**src/rtl/pipe_stall_ctrl.sv**
```systemverilog
// pipe_stall_ctrl: hazard detection and multi-cycle scheduler for the 5-stage
// MIPS core. Produces the PC / IF/ID hold, the ID/EX bubble and the IF/ID flush,
// sequences the iterative mult/div unit (start pulse, busy window, HI/LO commit)
// and keeps a saturating count of stalled cycles for performance debug.
module pipe_stall_ctrl #(
  parameter int DIV_CYCLES = 32,  // mult/div latency, 2..255
  parameter int CNT_W      = 16   // stall counter width
) (
  input  logic             clk,
  input  logic             rst,
  input  logic [4:0]       id_rs,
  input  logic [4:0]       id_rt,
  input  logic             id_use_rs,
  input  logic             id_use_rt,
  input  logic             id_muldiv,
  input  logic             id_hilo_use,
  input  logic             id_branch_taken,
  input  logic             ex_wreg,
  input  logic             ex_m2reg,
  input  logic [4:0]       ex_rn,
  output logic             pc_hold,
  output logic             ifid_hold,
  output logic             idex_bubble,
  output logic             ifid_flush,
  output logic             md_start,
  output logic             md_busy,
  output logic             hilo_we,
  output logic [CNT_W-1:0] stall_cnt
);

  typedef enum logic [0:0] {
    IDLE = 1'b0,
    BUSY = 1'b1
  } state_t;

  // Count loaded at issue; reaching zero marks the final busy cycle.
  localparam logic [7:0] COUNT_LOAD = 8'(DIV_CYCLES - 1);
  localparam logic [CNT_W-1:0] CNT_MAX = {CNT_W{1'b1}};

  state_t     state_r;
  state_t     state_nxt_s;
  logic [7:0] count_r;
  logic [7:0] count_nxt_s;

  logic load_use_s;
  logic md_stall_s;
  logic stall_s;
  logic md_start_s;
  logic hilo_we_s;

  // A load in EX whose destination feeds the ID instruction must wait one cycle;
  // $zero is never a real dependency.
  assign load_use_s = ex_m2reg & ex_wreg & (ex_rn != 5'd0) &
                      ((id_use_rs & (ex_rn == id_rs)) |
                       (id_use_rt & (ex_rn == id_rt)));

  // HI/LO readers/writers and a second mult/div wait while the unit is busy.
  assign md_stall_s = (state_r == BUSY) & (id_hilo_use | id_muldiv);
  assign stall_s    = load_use_s | md_stall_s;

  assign pc_hold     = stall_s;
  assign ifid_hold   = stall_s;
  assign idex_bubble = stall_s;
  // A stalled branch is re-resolved once the stall clears, so stall wins.
  assign ifid_flush  = id_branch_taken & ~stall_s;
  assign md_start    = md_start_s;
  assign hilo_we     = hilo_we_s;
  assign md_busy     = (state_r == BUSY);

  // State and busy-count register with synchronous reset.
  always_ff @(posedge clk) begin
    if (rst) begin
      state_r <= IDLE;
      count_r <= 8'd0;
    end else begin
      state_r <= state_nxt_s;
      count_r <= count_nxt_s;
    end
  end

  // Next-state and next-count logic of the mult/div sequencer.
  always_comb begin
    state_nxt_s = state_r;
    count_nxt_s = count_r;
    case (state_r)
      IDLE: begin
        if (md_start_s) begin
          state_nxt_s = BUSY;
          count_nxt_s = COUNT_LOAD;
        end else begin
          state_nxt_s = IDLE;
          count_nxt_s = count_r;
        end
      end
      BUSY: begin
        if (count_r != 8'd0) begin
          state_nxt_s = BUSY;
          count_nxt_s = count_r - 8'd1;
        end else begin
          state_nxt_s = IDLE;
          count_nxt_s = 8'd0;
        end
      end
      default: begin
        state_nxt_s = IDLE;
        count_nxt_s = 8'd0;
      end
    endcase
  end

  // Sequencer outputs: issue pulse in IDLE, HI/LO commit on the last busy cycle.
  always_comb begin
    md_start_s = 1'b0;
    hilo_we_s  = 1'b0;
    case (state_r)
      IDLE: begin
        if (id_muldiv & ~stall_s) begin
          md_start_s = 1'b1;
        end else begin
          md_start_s = 1'b0;
        end
      end
      BUSY: begin
        if (count_r == 8'd0) begin
          hilo_we_s = 1'b1;
        end else begin
          hilo_we_s = 1'b0;
        end
      end
      default: begin
        md_start_s = 1'b0;
        hilo_we_s  = 1'b0;
      end
    endcase
  end

  // Saturating stalled-cycle counter; holds at all-ones instead of wrapping.
  always_ff @(posedge clk) begin
    if (rst) begin
      stall_cnt <= '0;
    end else if (stall_s && (stall_cnt != CNT_MAX)) begin
      stall_cnt <= stall_cnt + {{(CNT_W-1){1'b0}}, 1'b1};
    end else begin
      stall_cnt <= stall_cnt;
    end
  end

endmodule
```
**config.mk**
```make
export PLATFORM = sky130hd
export DESIGN_NAME = pipe_stall_ctrl
export DESIGN_NICKNAME = d
export VERILOG_FILES = /design/src/rtl/pipe_stall_ctrl.sv
export SDC_FILE = /design/constraint.sdc
export NUM_CORES = 1
export LEC_CHECK = 0
export ABC_CLOCK_PERIOD_IN_PS = 2500
export CORE_ASPECT_RATIO = 0.75
export CORE_MARGIN = 3
export CORE_UTILIZATION = 46
export DETAILED_ROUTE_END_ITERATION = 8
export PLACE_DENSITY = 0.87
export SETUP_SLACK_MARGIN = 0.4
export SYNTH_ARGS = -nofsm -noshare
export SYNTH_HDL_FRONTEND = slang
export SYNTH_SLANG_ARGS = --single-unit
```
**constraint.sdc**
```tcl
create_clock -name clk -period 2.5 [get_ports clk]
set_input_delay 0.375 -clock clk [delete_from_list [all_inputs] [get_ports clk]]
set_output_delay 0.375 -clock clk [all_outputs]
set_load 0.03 [all_outputs]
```
# --- Yosys cells after proc, flatten, opt, wreduce, memory -nomap -nowiden ---
# Index checks and enable logic that the tools add are counted.
classes:
  bitwise: 13
  n_eq_ne: 4
  n_addsub: 2
  n_reduce_logical: 4
  n_mux: 10
op_table:
  columns: ["cell", "n"]
  rows:
  - ["adder 16 x 1 -> 16 bit, second input constant", 1]
  - ["2-to-1 mux 8 bit", 2]
  - ["inequality test 16 bit, second input constant", 1]
  - ["one-hot mux 8 bit (2 select lines)", 1]
  - ["equality test 5 bit", 2]
  - ["AND 1 bit", 8]
  - ["logical NOT 8 bit", 1]
  - ["nonzero test 8 bit", 1]
  - ["subtractor 8 x 1 -> 8 bit, second input constant", 1]
  - ["2-to-1 mux 1 bit", 6]
  - ["nonzero test 5 bit", 1]
  - ["bitwise OR 1 bit", 3]
  - ["inequality test 2 bit, second input constant", 1]
  - ["NOT 1 bit", 2]
  - ["one-hot mux 1 bit (2 select lines)", 1]
  - ["logical AND 1 bit", 1]
word_totals:
  output_inout_bits: 23
  regBits: 25

# --- Depth between registers and ports, before layout ---
depth:
  depth_word: 11
  depth_mapped: 9
  ltp_nobuf: 8

# --- Least setup slack after synthesis ---
# Ideal clock, no wire load.
synth_timing:
  path_type: "in2out"
  from: "input ex_rn[0]"
  to: "output ifid_hold"
  slack_ps: 260
  stages: 7
  t_arrival_ps: 1865
  cell_sequence: "or3_1 o311a_1 a21boi_2 buf_4 buf_4 inv_1 buf_4"
synth_between:
  elab_chain_len: 5
synth_lines:
  columns: ["element", "line", "text"]
  rows:
  - ["start, declared", "20", "input logic [4:0] ex_rn,"]
  - ["equality test 5 bit, on equally long branches", "54, 55", null]
  - ["AND 1 bit, on equally long branches", "54, 55", null]
  - ["bitwise OR 1 bit", "54", "((id_use_rs & (ex_rn == id_rs)) |"]
  - ["AND 1 bit *", "53", "assign load_use_s = ex_m2reg & ex_wreg & (ex_rn != 5'd0) &"]
  - ["bitwise OR 1 bit *", "59", "assign stall_s = load_use_s | md_stall_s;"]
  - ["end, declared", "22", "output logic ifid_hold,"]
# Mark *: on every way between the ends. The rest lies on a longest branch, timed or not.

# --- Worst setup path in the final report ---
layout_timing:
  from: "input ex_rn[1]"
  to: "output ifid_flush"
layout_between:
  elab_chain_len: 7
layout_lines:
  columns: ["element", "line", "text"]
  rows:
  - ["equality test 5 bit, on equally long branches", "54, 55", null]
  - ["AND 1 bit, on equally long branches", "54, 55", null]
  - ["bitwise OR 1 bit", "54", null]
  - ["AND 1 bit *", "53", null]
  - ["bitwise OR 1 bit *", "59", null]
  - ["NOT 1 bit *", "65", "assign ifid_flush = id_branch_taken & ~stall_s;"]
  - ["AND 1 bit *", "65", null]
  - ["end, declared", "24", "output logic ifid_flush,"]
# Marked as above.

==> flow_metrics.tcl <==
set metrics [dict create \
    status "finished, final reports clean" \
    synth_async_sr_flop_share_pct 0 \
    wirelength_mm 4.43 \
    wl_per_cell_um 16.0 \
    r2r_start "stall_cnt[2]" \
    yosysSeqAreaShare_pct 33.6 \
    r2r-end "stall_cnt[7]" \
    yosys.area.top_type "dfxtp_1" \
    insertion_delay_ps 270 \
    die_w_um 71.8 \
    postSynthAreaPerCell_um2 8.24 \
    synth_top_area_share_pct 33.6 \
    die_area_mm2 0.00397 \
    core_area_mm2 0.00302 \
    setup_slack_ps 353 \
    place_area_mm2 0.00203 \
    finalNetCount 267 \
    dp_hpwl_mm 2.86 \
    p_leak_uw 0.000907 \
    fill_cells 204 \
    slowest_delay_ps 360 \
    grt_pass1_vias 1460 \
    synth-xor-area-share_pct 5.87 \
    reg2regPathDepth 7 \
    p_per_area_mw_per_mm2 420 \
    cts_buffer_depth 2 \
    cap_violations 0 \
    whs_ps 514 \
    fmax_mhz 466 \
    rsz0062_at_grt "true" \
    cp_data_required_time_ps 2120 \
    drive_gt1_share_pct 26.8 \
    ys_types 42 \
    synth_commonest_cells "25 x dfxtp_1, 17 x a21oi_1, 13 x nand2_1, 13 x nor2_1, 10 x xnor2_1" \
    drt_iter0_drc 97 \
    relSlewSlack_pct 67.0 \
    first_pass_iters 4 \
    grtUsageTotal_pct 21.7 \
    crit_cells 7 \
    synth_area_mm2 0.00149 \
    cp_common_cell "buf_6" \
    antenna_cells 0 \
    row_count 17 \
    synth_flop_cell "dfxtp_1" \
    synth_simple_gate_area_share_pct 29.2 \
    crit_buf_inv 3 \
    startpoint "ex_rn[1]" \
    final_cell_area_mm2 0.00232 \
    ir_worst_vdd_mv 0.283 \
    synthAdderAreaFrac_pct 2.52 \
    r2r_slack_ps 550 \
    portBuffers 46 \
    crit_fanout 3 \
    synth.yosys.warnings 0 \
    period_minus_slack_ps 2150 \
    crit_path_end "ifid_flush" \
    grt_max_degree 19 \
    drtAntennaViolNets 0 \
    h-tree-depth 1 \
    remaining_drc_errors 0 \
    synth_top_family_by_area "simple AND/OR/NAND/NOR gates" \
    synth-compound-area-share_pct 19.5 \
    maxSlewViolCount 0 \
    cp.arrival_ps 1770 \
    start_kind "input pin" \
    chipHeight_um 55.3 \
    area_growth_pct 55.7 \
    vias 1570 \
    synth_seq_cells 25 \
    antenna_found_initial 0 \
    cp_slowest_cell "or3_4" \
    hold_buffers 0 \
    setup.worst_path.end_class "output port" \
    min_path_type "flop to flop" \
    clock_skew_ps 3.17 \
    period_share_pct 85.9 \
    power_uw 976 \
    numCtsBuffers 3 \
    clock-sinks 25 \
    synth_cells 181 \
    start_util_pct 49.4 \
    muxShareOfSynthArea_pct 3.02 \
    gr-total-overflow 0 \
    viasPerCell 5.67 \
    io_pins 47 \
    cts.clk_slew.worst_paths_ps 90 \
    cpLargestDelayFamily "compound AO/OA/AOI/OAI gates" \
    fin_util_pct 76.9 \
    synth_nets 208 \
    cts_tree "done" \
    tightest_slew_ps 493 \
    dp_slack_ps -374 \
    synth_area_leaders "dfxtp_1 34%, xnor2_1 5.9%, a21oi_1 5.7%, o31ai_1 4.5%, or4_1 4.5%" \
    synth_edf_count 0 \
    timing_worst_setup_path_type "input pin to output port" \
    gp_congestion 0.855 \
    finalHoldViolations 0 \
    cts_root_buf "clkbuf_8" \
    finalSetupViolations 0 \
    grt_first_pass_wirelength_mm 6.94 \
    synthMostInstantiatedCell "dfxtp_1" \
    crit_chain "buf_2 -> or3_4 -> o311a_4 -> a21boi_4 -> buf_6 -> and2_4 -> buf_6" \
]
-- registers in the layout, summed over array words and instances, names as in the netlist --
signal     cells
stall_cnt     16
count_r        8
md_busy        1
-- worst min path at each step --
stage | start | to | slack [ps] | cells after the start
finish | stall_cnt[14] | stall_cnt[14] | 510 | 2
global route | stall_cnt[3] | stall_cnt[3] | 550 | 2
CTS | stall_cnt[14] | stall_cnt[14] | 500 | 2
detailed placement | stall_cnt[14] | stall_cnt[14] | 480 | 2
global placement | stall_cnt[14] | stall_cnt[14] | 470 | 2
floorplan | count_r[6] | count_r[6] | 470 | 1
-- cell families after synthesis --
logic type,count (synthesis)
adders and majority gates,3
xor gates and xnor gates,10
DFF,25
buffers and inverters,19
AOI/OAI and AO/OA,43
muxes,4
and+or+nand+nor,77
-- final cells by class --
type / instances / area, um^2 / area share [%]
Inverter: 7 / 30.0 / 1.29
Tap cell: 38 / 47.5 / 2.05
Clock buffer: 3 / 41.3 / 1.78
Clock inverter: 1 / 5.00 / 0.216
Timing Repair Buffer: 66 / 636 / 27.4
Sequential cell: 25 / 500 / 21.6
Multi-Input combinational cell: 137 / 1060 / 45.7
-- worst reg2reg max path: cells and delay by family, from the launching register on --
| kind | cells | cell delay (ps) |
|---|---|---|
| AO/OA/AOI/OAI | 1 | 150 |
| buffers and inverters | 1 | 190 |
| flip-flops | 1 | 360 |
| AND/OR/NAND/NOR | 5 | 1190 |
-- stage by stage --
stage / TNS, ps / instances
after global placement: -1800 / 266
after floorplan: 0 / 181
final: 0 / 277
after detailed placement: -2420 / 266
after global routing: 0 / 277
after CTS: 0 / 276
-- per-layer routing --
layer | vias to the layer above | routed length, um | GRT usage (%)
met5 | - | 0 | 0
met4 | 0 | 48 | 3.49
met3 | 6 | 213 | 4.00
met2 | 52 | 2070 | 34.0
met1 | 725 | 2100 | 31.3
li1 | 787 | - | -
-- power breakdown --
part	switching (uW)	total, uW	internal (uW)
sequential	20.0	437	417
combinational	152	299	147
clock	129	241	111
-- cells in the final DEF, fill, tap and decap left out, types with 6 or more instances in the layout --
master | synthesis | routed
inv_1 | 7 | 6
clkdlybuf4s50_1 | 0 | 25
a21oi_1 | 17 | 14
nor2_1 | 13 | 13
nand3_1 | 8 | 7
o31ai_1 | 9 | 9
buf_6 | 1 | 9
nand2_1 | 13 | 13
xnor2_1 | 10 | 7
or4_1 | 9 | 9
dlymetal6s2s_1 | 0 | 10
buf_4 | 4 | 17
dfxtp_1 | 25 | 25
-- what timing repair did --
item | CTS | global route
endpoints found under the setup margin | 23 | 23
cloned | 1 | 0
buffers inserted | 5 | 1
gates resized for setup | 56 | 30
pin swaps | 20 | 15
No activity file was read; power rests on OpenSTA's default activity.
